===== src/rtl/free_list_mp.sv =====
// free_list_mp -- multi-port physical register free list for the rename stage.
//
// Tracks which physical registers are free with a bitmap (1 = free, 0 = in use).
// Up to ALLOC_W registers are handed out per cycle, always as a complete group
// and never partially. Up to FREE_W registers are returned per cycle.
// CKPT_DEPTH snapshots of the bitmap are kept so that a mispredicted branch can
// give back the registers taken by the younger, squashed ops.
//
// Ports:
//   clk          clock; all state changes on the rising edge
//   reset        synchronous, active-low reset
//   alloc_req    per-lane allocation request
//   alloc_ready  at least ALLOC_W registers are free and no restore is in progress
//   alloc_phys   lane i grant in [i*PW +: PW]; zero when alloc_ready is low
//   free_en      per-lane release strobe
//   free_phys    lane j register to release in [j*PW +: PW]
//   ckpt_en      take a snapshot into slot ckpt_id
//   ckpt_id      snapshot slot to write
//   restore_en   mispredict: merge slot restore_id back into the free bitmap
//   restore_id   snapshot slot to read
//   free_count   registered population count of the free bitmap
//   dbl_free_err sticky flag for an illegal release
module free_list_mp #(
  parameter int PREGS      = 64,
  parameter int ARCH_REGS  = 32,
  parameter int ALLOC_W    = 2,
  parameter int FREE_W     = 2,
  parameter int CKPT_DEPTH = 4,
  localparam int PW        = $clog2(PREGS),
  localparam int CW        = $clog2(CKPT_DEPTH)
) (
  input  logic                  clk,
  input  logic                  reset,
  input  logic [ALLOC_W-1:0]    alloc_req,
  output logic                  alloc_ready,
  output logic [ALLOC_W*PW-1:0] alloc_phys,
  input  logic [FREE_W-1:0]     free_en,
  input  logic [FREE_W*PW-1:0]  free_phys,
  input  logic                  ckpt_en,
  input  logic [CW-1:0]         ckpt_id,
  input  logic                  restore_en,
  input  logic [CW-1:0]         restore_id,
  output logic [PW:0]           free_count,
  output logic                  dbl_free_err
);

  // Registers 0..ARCH_REGS-1 hold the initial architectural mappings.
  localparam logic [PREGS-1:0] RESET_MASK  = {{(PREGS-ARCH_REGS){1'b1}}, {ARCH_REGS{1'b0}}};
  localparam logic [PW:0]      RESET_COUNT = (PW+1)'(PREGS - ARCH_REGS);
  localparam logic [PW:0]      ALLOC_NEED  = (PW+1)'(ALLOC_W);

  logic [PREGS-1:0] free_mask_reg, free_mask_next;
  logic [PREGS-1:0] ckpt_reg [CKPT_DEPTH];
  logic [PW:0]      free_count_reg, free_count_next;
  logic             dbl_free_err_reg, dbl_free_err_next;

  logic [PW-1:0]    cand [ALLOC_W];
  logic [PREGS-1:0] alloc_clr;
  logic [PREGS-1:0] free_set;
  logic             free_err;
  logic [FREE_W-1:0] phys_oob;

  // A restore rewrites the bitmap this cycle, so grants are withheld.
  assign alloc_ready = (free_count_reg >= ALLOC_NEED) && !restore_en;

  // Lane i takes the i-th lowest free register: each lane searches the bitmap
  // with the picks of the lower lanes already removed. The candidate is
  // computed for every lane, but only requested lanes actually consume it.
  always_comb begin
    logic [PREGS-1:0] search_mask;
    logic             found;
    search_mask = free_mask_reg;
    alloc_clr   = '0;
    found       = 1'b0;
    for (int i = 0; i < ALLOC_W; i++) begin
      cand[i] = '0;
      found   = 1'b0;
      for (int b = 0; b < PREGS; b++) begin
        if (search_mask[b] && !found) begin
          cand[i] = PW'(b);
          found   = 1'b1;
        end
      end
      if (found) begin
        search_mask[cand[i]] = 1'b0;
      end
      if (alloc_req[i] && alloc_ready) begin
        alloc_clr[cand[i]] = 1'b1;
      end
    end
  end

  for (genvar gi = 0; gi < ALLOC_W; gi++) begin : g_alloc_lane
    assign alloc_phys[gi*PW +: PW] = alloc_ready ? cand[gi] : '0;
  end

  // Register numbers beyond the end of the file only exist when PREGS is not a
  // power of two; otherwise every encodable index is legal.
  for (genvar gi = 0; gi < FREE_W; gi++) begin : g_free_range
    if (PREGS < (1 << PW)) begin : g_check
      assign phys_oob[gi] = ({1'b0, free_phys[gi*PW +: PW]} >= (PW+1)'(PREGS));
    end else begin : g_no_check
      assign phys_oob[gi] = 1'b0;
    end
  end

  // Releases: checking against free_set as well as the bitmap catches two lanes
  // naming the same register in one cycle. The bit ends up free either way.
  always_comb begin
    free_set = '0;
    free_err = 1'b0;
    for (int j = 0; j < FREE_W; j++) begin
      if (free_en[j]) begin
        if (phys_oob[j]) begin
          free_err = 1'b1;
        end else begin
          if (free_mask_reg[free_phys[j*PW +: PW]] || free_set[free_phys[j*PW +: PW]]) begin
            free_err = 1'b1;
          end
          free_set[free_phys[j*PW +: PW]] = 1'b1;
        end
      end
    end
  end

  // alloc_clr is already empty on a restore cycle because alloc_ready is low.
  always_comb begin
    if (restore_en) begin
      free_mask_next = free_mask_reg | ckpt_reg[restore_id] | free_set;
    end else begin
      free_mask_next = (free_mask_reg & ~alloc_clr) | free_set;
    end
    free_count_next   = (PW+1)'($countones(free_mask_next));
    dbl_free_err_next = dbl_free_err_reg | free_err;
  end

  // Committed frees go into every snapshot as well. Otherwise a register freed
  // at commit, then reused by a younger op that gets squashed, would be lost.
  always_ff @(posedge clk) begin
    if (!reset) begin
      free_mask_reg    <= RESET_MASK;
      free_count_reg   <= RESET_COUNT;
      dbl_free_err_reg <= 1'b0;
      for (int k = 0; k < CKPT_DEPTH; k++) begin
        ckpt_reg[k] <= RESET_MASK;
      end
    end else begin
      free_mask_reg    <= free_mask_next;
      free_count_reg   <= free_count_next;
      dbl_free_err_reg <= dbl_free_err_next;
      for (int k = 0; k < CKPT_DEPTH; k++) begin
        // A snapshot taken alongside grants includes them: those grants go to
        // ops older than the branch.
        if (ckpt_en && !restore_en && (ckpt_id == CW'(k))) begin
          ckpt_reg[k] <= free_mask_next;
        end else begin
          ckpt_reg[k] <= ckpt_reg[k] | free_set;
        end
      end
    end
  end

  assign free_count   = free_count_reg;
  assign dbl_free_err = dbl_free_err_reg;

endmodule


===== config.mk =====
export PLATFORM = sky130hd
export DESIGN_NAME = free_list_mp
export DESIGN_NICKNAME = d
export VERILOG_FILES = /design/src/rtl/free_list_mp.sv
export SDC_FILE = /design/constraint.sdc
export NUM_CORES = 1
export LEC_CHECK = 0
export CORE_UTILIZATION = 40
export DETAILED_ROUTE_END_ITERATION = 8
export HOLD_SLACK_MARGIN = 0.12
export PLACE_DENSITY_LB_ADDON = 0.12
export SKIP_LAST_GASP = 1
export SLEW_MARGIN = 20
export SYNTH_ARGS = -nofsm -noshare
export SYNTH_HDL_FRONTEND = slang
export SYNTH_SLANG_ARGS = --single-unit

===== constraint.sdc =====
create_clock -name clk -period 10.8 [get_ports clk]
set_input_delay 1.62 -clock clk [delete_from_list [all_inputs] [get_ports clk]]
set_output_delay 1.62 -clock clk [all_outputs]
set_load 0.01 [all_outputs]

==> results.md <==
* Finished Core Util at 0.483
* Seq cells post-synth at roughly 330
* Xor/xnor cell area share of the yosys netlist at 0.00354
* Worst VDD drop at 0.662 mV
* Std cell rows at 90
* Starting DRT DRC Count at 2682
* Fin cells at about 3800
* Dpl cells at around 3700
* Final hold slack at 0.565 ns
* CTS clk-pin slew, worst paths at ~0.060 ns
* Req. time, crit path at about 11 ns
* DRT antenna net count at 0
* Overall Global Routing Usage at 0.351
* Initial Utilization at 0.407
* Multi-input gate area at 0.0155 sq mm
* Synth Area in Adders at 0.0545
* Max FFs per register at between 200 and 300
* TNS Setup at 0 ns
* Vias at between 20000 and 25000
* Startpoint types: register
* Via density at ~6.5
* I/O Pins at 45
* Die ar. at roughly 0.063 sq mm
* Most frequent CP cell: fa_1
* Top-count cell post-synth: edfxtp_1
* Synth Cell Area at roughly 0.025 sq mm
* Top-area cell type share of the netlist area at 0.310
* CTS tree: done
* Hold_buf cts at 0
* Slowest-stage cell, CP: fa_1
* Die Wd at approximately 250 um
* Status: finished, final reports clean
* Total Nets Final at about 3100
* Setup slack after placement at roughly 0.064 ns
* HP Class: register to register
* Number of fill cells in the layout at about 5900
* Final Critical Period at roughly 10 ns
* Gpl congestion at approximately 1.0
* Critical path class: register to register
* Leakage at 10.3 nW
* Die span in y at 251 um
* Seq/Total Area, Yosys at 0.369
* Final setup fails at 0
* Tcrit/Tclk final at 0.969
* Detailed Place HPWL at ~86 mm
* Hold Fails Final Rpt at 0
* Initial antenna violation count at 1
* Largest net degree at the start of global routing at 73
* Max clock buf depth at 3
* Setup WS post-layout at ~0.34 ns
* Simple-gate share of the synthesized area at 0.189
* Layout cells sized above 1 at 0.159
* Post-Synthesis Cells at 2645
* Max-cap violation count at 0
* Post-cts resize count at 0
* RSZ-0062 raised after global routing: false
* Mux cell area share after synthesis at 0.0856
* CTS Buf Count at 39
* Vias in the first global route at between 20000 and 25000
* Critical path arrival at between 10 and 15 ns
* Worst-Skew Late Latency at roughly 0.58 ns
* Total Routed Length at about 110 mm
* Grt total ovfl at 0
* Most frequent cells after synthesis: edfxtp_1 (256), nand2_1 (212), clkbuf_1 (209)
* Residual DRC count at 0
* IO Port Bufs at between 40 and 50
* Worst-Margin Slew at around 1.1 ns
* Top_reg_cell synth: edfxtp_1
* Avg Cell Area, Syn at about 9.4 sq um
* FF/Latch Area at 0.00913 sq mm
* Clock Skew at about 0.021 ns
* CORE AREA at 0.0608 sq mm
* Setup bufs post-CTS at 0
* Async SR Flop Fraction at 0
* Ant diodes at 0
* WL per Instance at about 30 um
* Sink Count at 328
* Top cells by area, synth: edfxtp_1 (31%), mux4_2 (7.5%), dfxtp_1 (5.8%)
* Worst relative slew slack at 0.280
* Pwr Density at 220 mW/mm^2
* Largest stage delay on the critical path at 0.59 ns
* Largest family of logic cells by synthesized area: compound AO/OA/AOI/OAI gates
* Number of flops mapped to enable cells by yosys at between 200 and 300
* TritonRoute pass-1 iters at 6
* First-pass GRT wire length at about 160 mm
* Fmax at 0.0956 GHz
* Area Overhead vs Synth at 18.6%
* Slew Limit Fails at 0
* CP endpoint kind: register
* Clock H-tree levels at 2
* Leading area contributor after synthesis: edfxtp_1
* Netlist cell types at around 100
* CP max FO at 15
* Synth Area in Compound Gates at 0.249
* Synth warn at 0
* Clock Root Buffer: clkbuf_16
-- critical path: cells and delay by family, from the launching register on --
family          cells  cell delay, ns
xor+xnor            1            0.17
fa+ha+maj           9            4.00
buf+inv            10            1.46
compound gates      7            2.11
simple gates       11            2.25
flops               1            0.31
-- metal layers --
| layer | share of wire | vias up | global-route usage | wire, um |
|---|---|---|---|---|
| li1 | - | 10800 | - | - |
| met1 | 0.43 | 12300 | 0.495 | 48000 |
| met5 | 0.00012 | - | 0 | 14 |
| met3 | 0.095 | 243 | 0.0702 | 10600 |
| met4 | 0.043 | 2 | 0.137 | 4790 |
| met2 | 0.43 | 1394 | 0.529 | 48700 |
-- path summary, 6_finish.rpt --
check	startpoint	slack [ns]	cells after the start	end
worst max register to register	free_mask_reg[19]$_SDFF_PN0_	0.34	38	free_count[5]$_SDFF_PN1_
worst min register to register	ckpt_reg[3][63]$_DFFE_PP_	0.56	2	ckpt_reg[3][63]$_DFFE_PP_
worst max-delay path	free_mask_reg[19]$_SDFF_PN0_	0.34	38	free_count[5]$_SDFF_PN1_
worst min-delay path	ckpt_reg[3][63]$_DFFE_PP_	0.56	2	ckpt_reg[3][63]$_DFFE_PP_
-- cell type report --
cell class / instances / share of cell area
repair buffers: 278 / 0.0760
flip-flops and latches: 328 / 0.311
inverters: 81 / 0.0104
clock inverters: 17 / 0.00630
well taps: 782 / 0.0333
clock buffers: 52 / 0.0356
multi-input cells: 2252 / 0.528
-- through the flow --
stage	instance area [sq um]	power, mW
after floorplan	25700	3.94
after global placement	28100	5.03
after detailed placement	28100	5.07
after CTS	29300	6.43
after global routing	29400	6.95
final	29400	6.46
-- cell usage in the layout, fill, tap and decap left out, drive strengths merged, types with 29 or more instances in the layout --
cell	n
a22oi	37
dfxtp	72
o31ai	45
nand3	138
buf	239
nand2b	30
and2	37
clkbuf	52
o211ai	55
nor3	67
edfxtp	256
or3	29
clkdlybuf4s50	39
nor2	183
nand4	48
o311ai	104
o21ai	196
mux4	82
fa	54
a31oi	38
nand2	213
nor4	29
conb	256
o21a	37
and3	36
o22ai	34
inv	80
a21oi	165
-- report_power, final --
part           total, mW  switching [mW]  leakage (nW)  internal [mW]
clock network       1.32           0.562         0.600          0.754
registers           1.52          0.0488          2.91           1.47
logic               3.63            2.07          6.80           1.56
total               6.46            2.68          10.3           3.78
-- cell families after synthesis --
family                   Yosys count
AO/OA/AOI/OAI                    893
XOR/XNOR                          10
adder cells (fa/ha/maj)           77
buffers and inverters            320
flip-flops                       328
multiplexers                     108
other                              1
AND/OR/NAND/NOR                  908
No activity file was read; power rests on OpenSTA's default activity.
